`config.mk`:
```
export PLATFORM = sky130hd
export DESIGN_NAME = pad_strip
export DESIGN_NICKNAME = d
export VERILOG_FILES = /design/src/rtl/sha_pad_pkg.sv /design/src/rtl/pad_check.sv /design/src/rtl/pad_strip.sv
export SDC_FILE = /design/constraint.sdc
export NUM_CORES = 2
export LEC_CHECK = 0
export CORE_MARGIN = 2
export CORE_UTILIZATION = 55
export DETAILED_ROUTE_END_ITERATION = 6
export PLACE_DENSITY = 0.76
export RECOVER_POWER = 50
export SLEW_MARGIN = 10
export SYNTH_ARGS = -nofsm -noshare
export SYNTH_HDL_FRONTEND = slang
export SYNTH_SLANG_ARGS = --single-unit
```
`constraint.sdc`:
```
create_clock -name clk -period 4.1 [get_ports clk]
set_input_delay 0.615 -clock clk [delete_from_list [all_inputs] [get_ports clk]]
set_output_delay 0.615 -clock clk [all_outputs]
set_load 0.01 [all_outputs]
```
`src/rtl/sha_pad_pkg.sv`:
```
// Shared definitions for the SHA-256 padding stage and its receive-side stripper.
package sha_pad_pkg;
    localparam int BLOCK_W = 512;
    localparam int LEN_W   = 64;
    localparam int MSG_MAX = 447;
    localparam int LEN_POS = 448;

    typedef enum logic [1:0] {
        COLLECT,
        CHECK,
        HOLD
    } pad_strip_state_t;

    // Decoded block: message is left-aligned, msg[LEN_POS-1] is block bit 0.
    typedef struct packed {
        logic [LEN_POS-1:0] msg;
        logic [8:0]         len;
        logic               err;
    } pad_strip_res_t;
endpackage

```
`src/rtl/pad_check.sv`:
```
// Combinational decode of one padded block into message, length and error.
// Full validation is built only when PAD_STRIP_CHECK_EN is defined.
module pad_check
    import sha_pad_pkg::*;
(
    input  logic [BLOCK_W-1:0] blk,
    output pad_strip_res_t     res
);
    logic [LEN_W-1:0]   len_f;
    logic [LEN_POS-1:0] body;
    logic [8:0]         len_out;

    // Block bit i lives at blk[BLOCK_W-1-i], so the length field is blk[63:0].
    assign len_f = blk[LEN_W-1:0];
    assign body  = blk[BLOCK_W-1:LEN_W];

`ifdef PAD_STRIP_CHECK_EN
    logic               len_ok, marker_ok, fill_ok;
    logic [8:0]         len_sel;
    logic [LEN_POS-1:0] fill_mask;

    always_comb begin
        len_ok    = (len_f <= LEN_W'(MSG_MAX));
        len_sel   = len_ok ? len_f[8:0] : 9'd0;
        marker_ok = body[9'(MSG_MAX) - len_sel];
        fill_mask = {LEN_POS{1'b1}} >> (len_sel + 9'd1);
        fill_ok   = ~|(body & fill_mask);
        res.err   = !(len_ok && marker_ok && fill_ok);
        len_out   = res.err ? 9'd0 : len_sel;
    end
`else
    always_comb begin
        res.err = 1'b0;
        len_out = (len_f > LEN_W'(MSG_MAX)) ? 9'(MSG_MAX) : len_f[8:0];
    end
`endif

    // Keep the top len_out bits; a zero length (and thus any error) clears the message.
    assign res.msg = body & ~({LEN_POS{1'b1}} >> len_out);
    assign res.len = len_out;
endmodule

```
`src/rtl/pad_strip.sv`:
```
// Collects one 512-bit padded block from a word stream, validates and strips the
// SHA-256 padding. PAD_STRIP_CHECK_EN enables marker/fill/length validation.
module pad_strip
    import sha_pad_pkg::*;
#(
    parameter int DATA_W = 32
) (
    input  logic               clk,
    input  logic               rst_n,
    input  logic               abort_i,
    input  logic [DATA_W-1:0]  in_data_i,
    input  logic               in_valid_i,
    output logic               in_ready_o,
    output logic [LEN_POS-1:0] msg_o,
    output logic [8:0]         len_o,
    output logic               err_o,
    output logic               out_valid_o,
    input  logic               out_ready_i
);
    localparam int NWORDS = BLOCK_W / DATA_W;
    localparam int WCNT_W = (NWORDS > 1) ? $clog2(NWORDS) : 1;

    pad_strip_state_t   state, state_nxt;
    logic [WCNT_W-1:0]  wcnt;
    logic [BLOCK_W-1:0] blk;
    pad_strip_res_t     chk_res, res_q;
    logic               hs, last;

    assign hs   = in_valid_i && in_ready_o;
    assign last = (wcnt == WCNT_W'(NWORDS - 1));

    always_ff @(posedge clk or negedge rst_n) begin
        if (!rst_n) state <= COLLECT;
        else        state <= state_nxt;
    end

    always_comb begin
        state_nxt = state;
        unique case (state)
            COLLECT: if (!abort_i && hs && last) state_nxt = CHECK;
            CHECK:   state_nxt = HOLD;
            HOLD:    if (out_ready_i) state_nxt = COLLECT;
            default: state_nxt = COLLECT;
        endcase
    end

    always_comb begin
        in_ready_o  = (state == COLLECT);
        out_valid_o = (state == HOLD);
    end

    // Abort takes priority over a same-cycle handshake, dropping that word.
    always_ff @(posedge clk or negedge rst_n) begin
        if (!rst_n) begin
            wcnt <= '0;
            blk  <= '0;
        end else if (state == COLLECT) begin
            if (abort_i) begin
                wcnt <= '0;
                blk  <= '0;
            end else if (hs) begin
                for (int w = 0; w < NWORDS; w++)
                    if (wcnt == WCNT_W'(w))
                        blk[(NWORDS-1-w)*DATA_W +: DATA_W] <= in_data_i;
                wcnt <= last ? '0 : wcnt + WCNT_W'(1);
            end
        end
    end

    pad_check u_pad_check (
        .blk (blk),
        .res (chk_res)
    );

    always_ff @(posedge clk or negedge rst_n) begin
        if (!rst_n)              res_q <= '0;
        else if (state == CHECK) res_q <= chk_res;
    end

    assign msg_o = res_q.msg;
    assign len_o = res_q.len;
    assign err_o = res_q.err;
endmodule

```
==> summary.md <==
| Metric | Value |
|---|---|
| Post-CTS Resized | `0` |
| Number of global-route vias before repair | `35.6k` |
| Initial core utilization | `a little under three fifths` |
| Die area | `about 75000 um^2` |
| Worst Tran Pin Value | `2670 ps` |
| Max-capacitance violation count | `4` |
| Die Span Y | `275 um` |
| Post-Syn Nets | `4199` |
| Area post-placement | `47000 um^2` |
| HP Class | `reg2reg` |
| RePlAce Congestion | `1.06` |
| Top delay family on crit path | `buffers and inverters` |
| Critical R2R Launch | `blk[24]` |
| DRT iter0 DRCs | `6634` |
| Routed Antenna Nets | `0` |
| Remaining Overflow, GRT | `0` |
| Critical Path AT | `4340 ps` |
| CTS Buf Count | `97` |
| Cell with the most instances after synthesis | `dfrtp_1` |
| GRT Total Usage | `48.9%` |
| Row count | `99` |
| Final net count | `about 4.6k` |
| Worst path required time | `4550 ps` |
| Ports | `497` |
| Crit-path cells | `dlygate4sd3_1 -> clkbuf_1 -> nand2b_1 -> o21ai_0` |
| CP Class | `in2reg` |
| Crit end category | `register` |
| Largest stage delay, worst path | `1500 ps` |
| 1st-pass router iterations | `7` |
| Buf/Inv on CP | `2` |
| Clk slew on worst S/H paths | `approximately 60 ps` |
| Sequential-to-total area share from yosys stat | `between 60% and 70%` |
| Hold buffers post-CTS | `0` |
| Post-CTS setup buffers | `0` |
| Final setup viols | `0` |
| Number of synthesized flops with an enable pin | `0` |
| Place WS | `593 ps` |
| WL per Instance | `32.9 um` |
| Synth top area share | `60.6%` |
| VDD IR max | `0.317 mV` |
| RR Endpoint | `msg_o[78]` |
| Clock skew | `18.5 ps` |
| Slowest-stage cell, CP | `nand2b_1` |
| CP Launch Type | `input port` |
| Final Hold Fails | `0` |
| Register bit total from synthesis | `974` |
| Status | `finished, violations left` |
| Crit path depth | `4` |
| Drc violations | `24` |
| Area leader, netlist | `dfrtp_1` |
| Final wirelength | `185000 um` |
| CTS tree | `built` |
| Min cycle time layout | `3890 ps` |
| Layout cell share with drive strength beyond 1 | `8.62%` |
| Post-synth ARST share | `100%` |
| Register-to-register setup slack | `240 ps` |
| Area contributors post-synth | `dfrtp_1 (61%), o21ai_0 (11%), nand3_1 (6.2%)` |
| Synthesis-to-finish area growth | `24.2%` |
| Clk_lat worst skew | `680 ps` |
| CTS root buf | `clkbuf_16` |
| First-pass GRT wire length | `260000 um` |
| Via Count | `38.7k` |
| CP Max Fanout | `38` |
| H-tree depth | `3` |
| Yosys warnings | `0` |
| Final TNS setup | `0 ps` |
| Chip Width | `275 um` |
| PortBufs | `495` |
| RSZ-0062 raised after global routing | `no` |
| Detailed-route vias per instance | `about 7` |
| Final HPWL DP | `between 100000 and 150000 um` |
| Main flop type after synthesis | `dfrtp_1` |
| Min-Delay Endpoint | `msg_o[352]` |
| Hold path depth | `2` |
| Failing checks | `design-rule violations, max-capacitance violations, max-slew violations` |
| PD cells | `410 nW/um^2` |
| Design area | `50000 um^2` |
| Worst slew margin | `-77.8%` |
| Max Freq | `257 MHz` |
| Crit share post-route | `95.0%` |
| Initial antenna violation count | `31` |
| Core area | `72700 um^2` |
| FF-to-FF path depth | `6` |
| CTS sink count | `974` |
| CTS Buffer Depth | `3` |
| Min-delay src | `msg_o[352]` |
| Post-synthesis instance area | `40200 um^2` |
| Commonest cells post-synth | `dfrtp_1 (974), o21ai_0 (851), nand2_1 (657)` |
| Setup ws final | `207 ps` |
| Final Core Density | `68.8%` |
| Synthesized instance count | `4158` |
| Leakage power | `between 0.02 and 0.025 uW` |
| Fillers | `5672` |
| Synth cell types | `61` |
| Largest net degree at the start of global routing | `160` |
| Avg Inst Size Synth | `9.68 um^2` |
| Final max-slew violation count | `roughly 160` |
==> cell families (layout without fill, tap and decap cells) <==
logic type | Yosys count | in the layout | share of synthesized area, %
buffers and inverters | 397 | 879 | 3.79
muxes | 51 | 51 | 1.27
adders and majority gates | 4 | 4 | 0.124
xor gates and xnor gates | 2 | 2 | 0.0435
and+or+nand+nor | 1447 | 1447 | 16.2
other | 1 | 40 | 0.00932
DFF | 974 | 974 | 60.6
AOI/OAI and AO/OA | 1282 | 1282 | 18.0
==> registers in the layout, summed over array words and instances (netlist names) <==
| name | flops |
|---|---|
| wcnt | 4 |
| msg_o | 448 |
| state | 2 |
| blk | 511 |
| len_o | 9 |
==> worst register-to-register path, cell delays in order (launching register included) <==
cell and delay [ps]:
dfrtp_1 370, nor4_1 460, nand4_1 290, or4_4 870, nor3_2 1030, a21oi_1 520, o21ai_1 240
==> layer usage <==
metal	wire length (um)	GRT usage (%)	up-vias
li1	-	-	15500
met1	62900	62.4	18600
met2	76100	66.3	3580
met3	28900	19.8	912
met4	17300	37.7	4
met5	28	0	-
==> area by class of cell <==
type	instances	area [um^2]	share of cell area, %
sequential	974	24400	48.8
clock buffer	140	2820	5.64
timing repair buffer	705	6660	13.3
multi-input combinational	2787	14500	29.0
clock inverter	29	299	0.598
tap	959	1200	2.40
inverter	5	18.8	0.0375
antenna	39	97.6	0.195
==> report_power, final <==
part           internal, uW  switching, uW
logic                   310           1330
registers              9740            132
clock network          5070           3900
total                 15100           5360
==> worst max path at each step <==
| stage | from | endpoint |
|---|---|---|
| floorplan | blk[50] | msg_o[23] |
| global placement | blk[53] | msg_o[78] |
| detailed placement | blk[53] | msg_o[78] |
| CTS | blk[23] | msg_o[322] |
| global route | rst_n | blk[509] |
| finish | abort_i | blk[106] |
==> metrics by stage <==
step | cells | power (uW) | hold slack (ps)
after floorplan | 4158 | 10500 | 319
after global placement | 5430 | 11600 | 450
after detailed placement | 5430 | 11600 | 456
after CTS | 5599 | 20300 | 47.3
after global routing | 5606 | 20800 | 476
final | 5638 | 20500 | 458
==> cells in the final DEF, fill, tap and decap left out, types with 10 or more instances in the layout <==
master           count
a31oi_1             18
nand2b_1            15
o2111ai_1           38
nand3_2             10
clkbuf_8            21
nand2b_2            25
and2_1              15
o31ai_1             10
clkinv_2            17
clkbuf_1            39
nand2_1            656
dlygate4sd3_1      192
buf_12              18
clkdlybuf4s50_1    302
o311ai_0            14
a22o_1              30
nor4_1              15
dfrtp_1            973
nor2_1             111
o21ai_1             16
mux2i_1             51
o211ai_1            20
nand3_1            486
a21oi_1            184
nor3_1              37
nand4_1             16
buf_4              164
diode_2             39
and3_1              21
clkbuf_16           98
o21ai_0            849
a32o_1              53
Note: power is estimated with default switching activity, not from simulation.
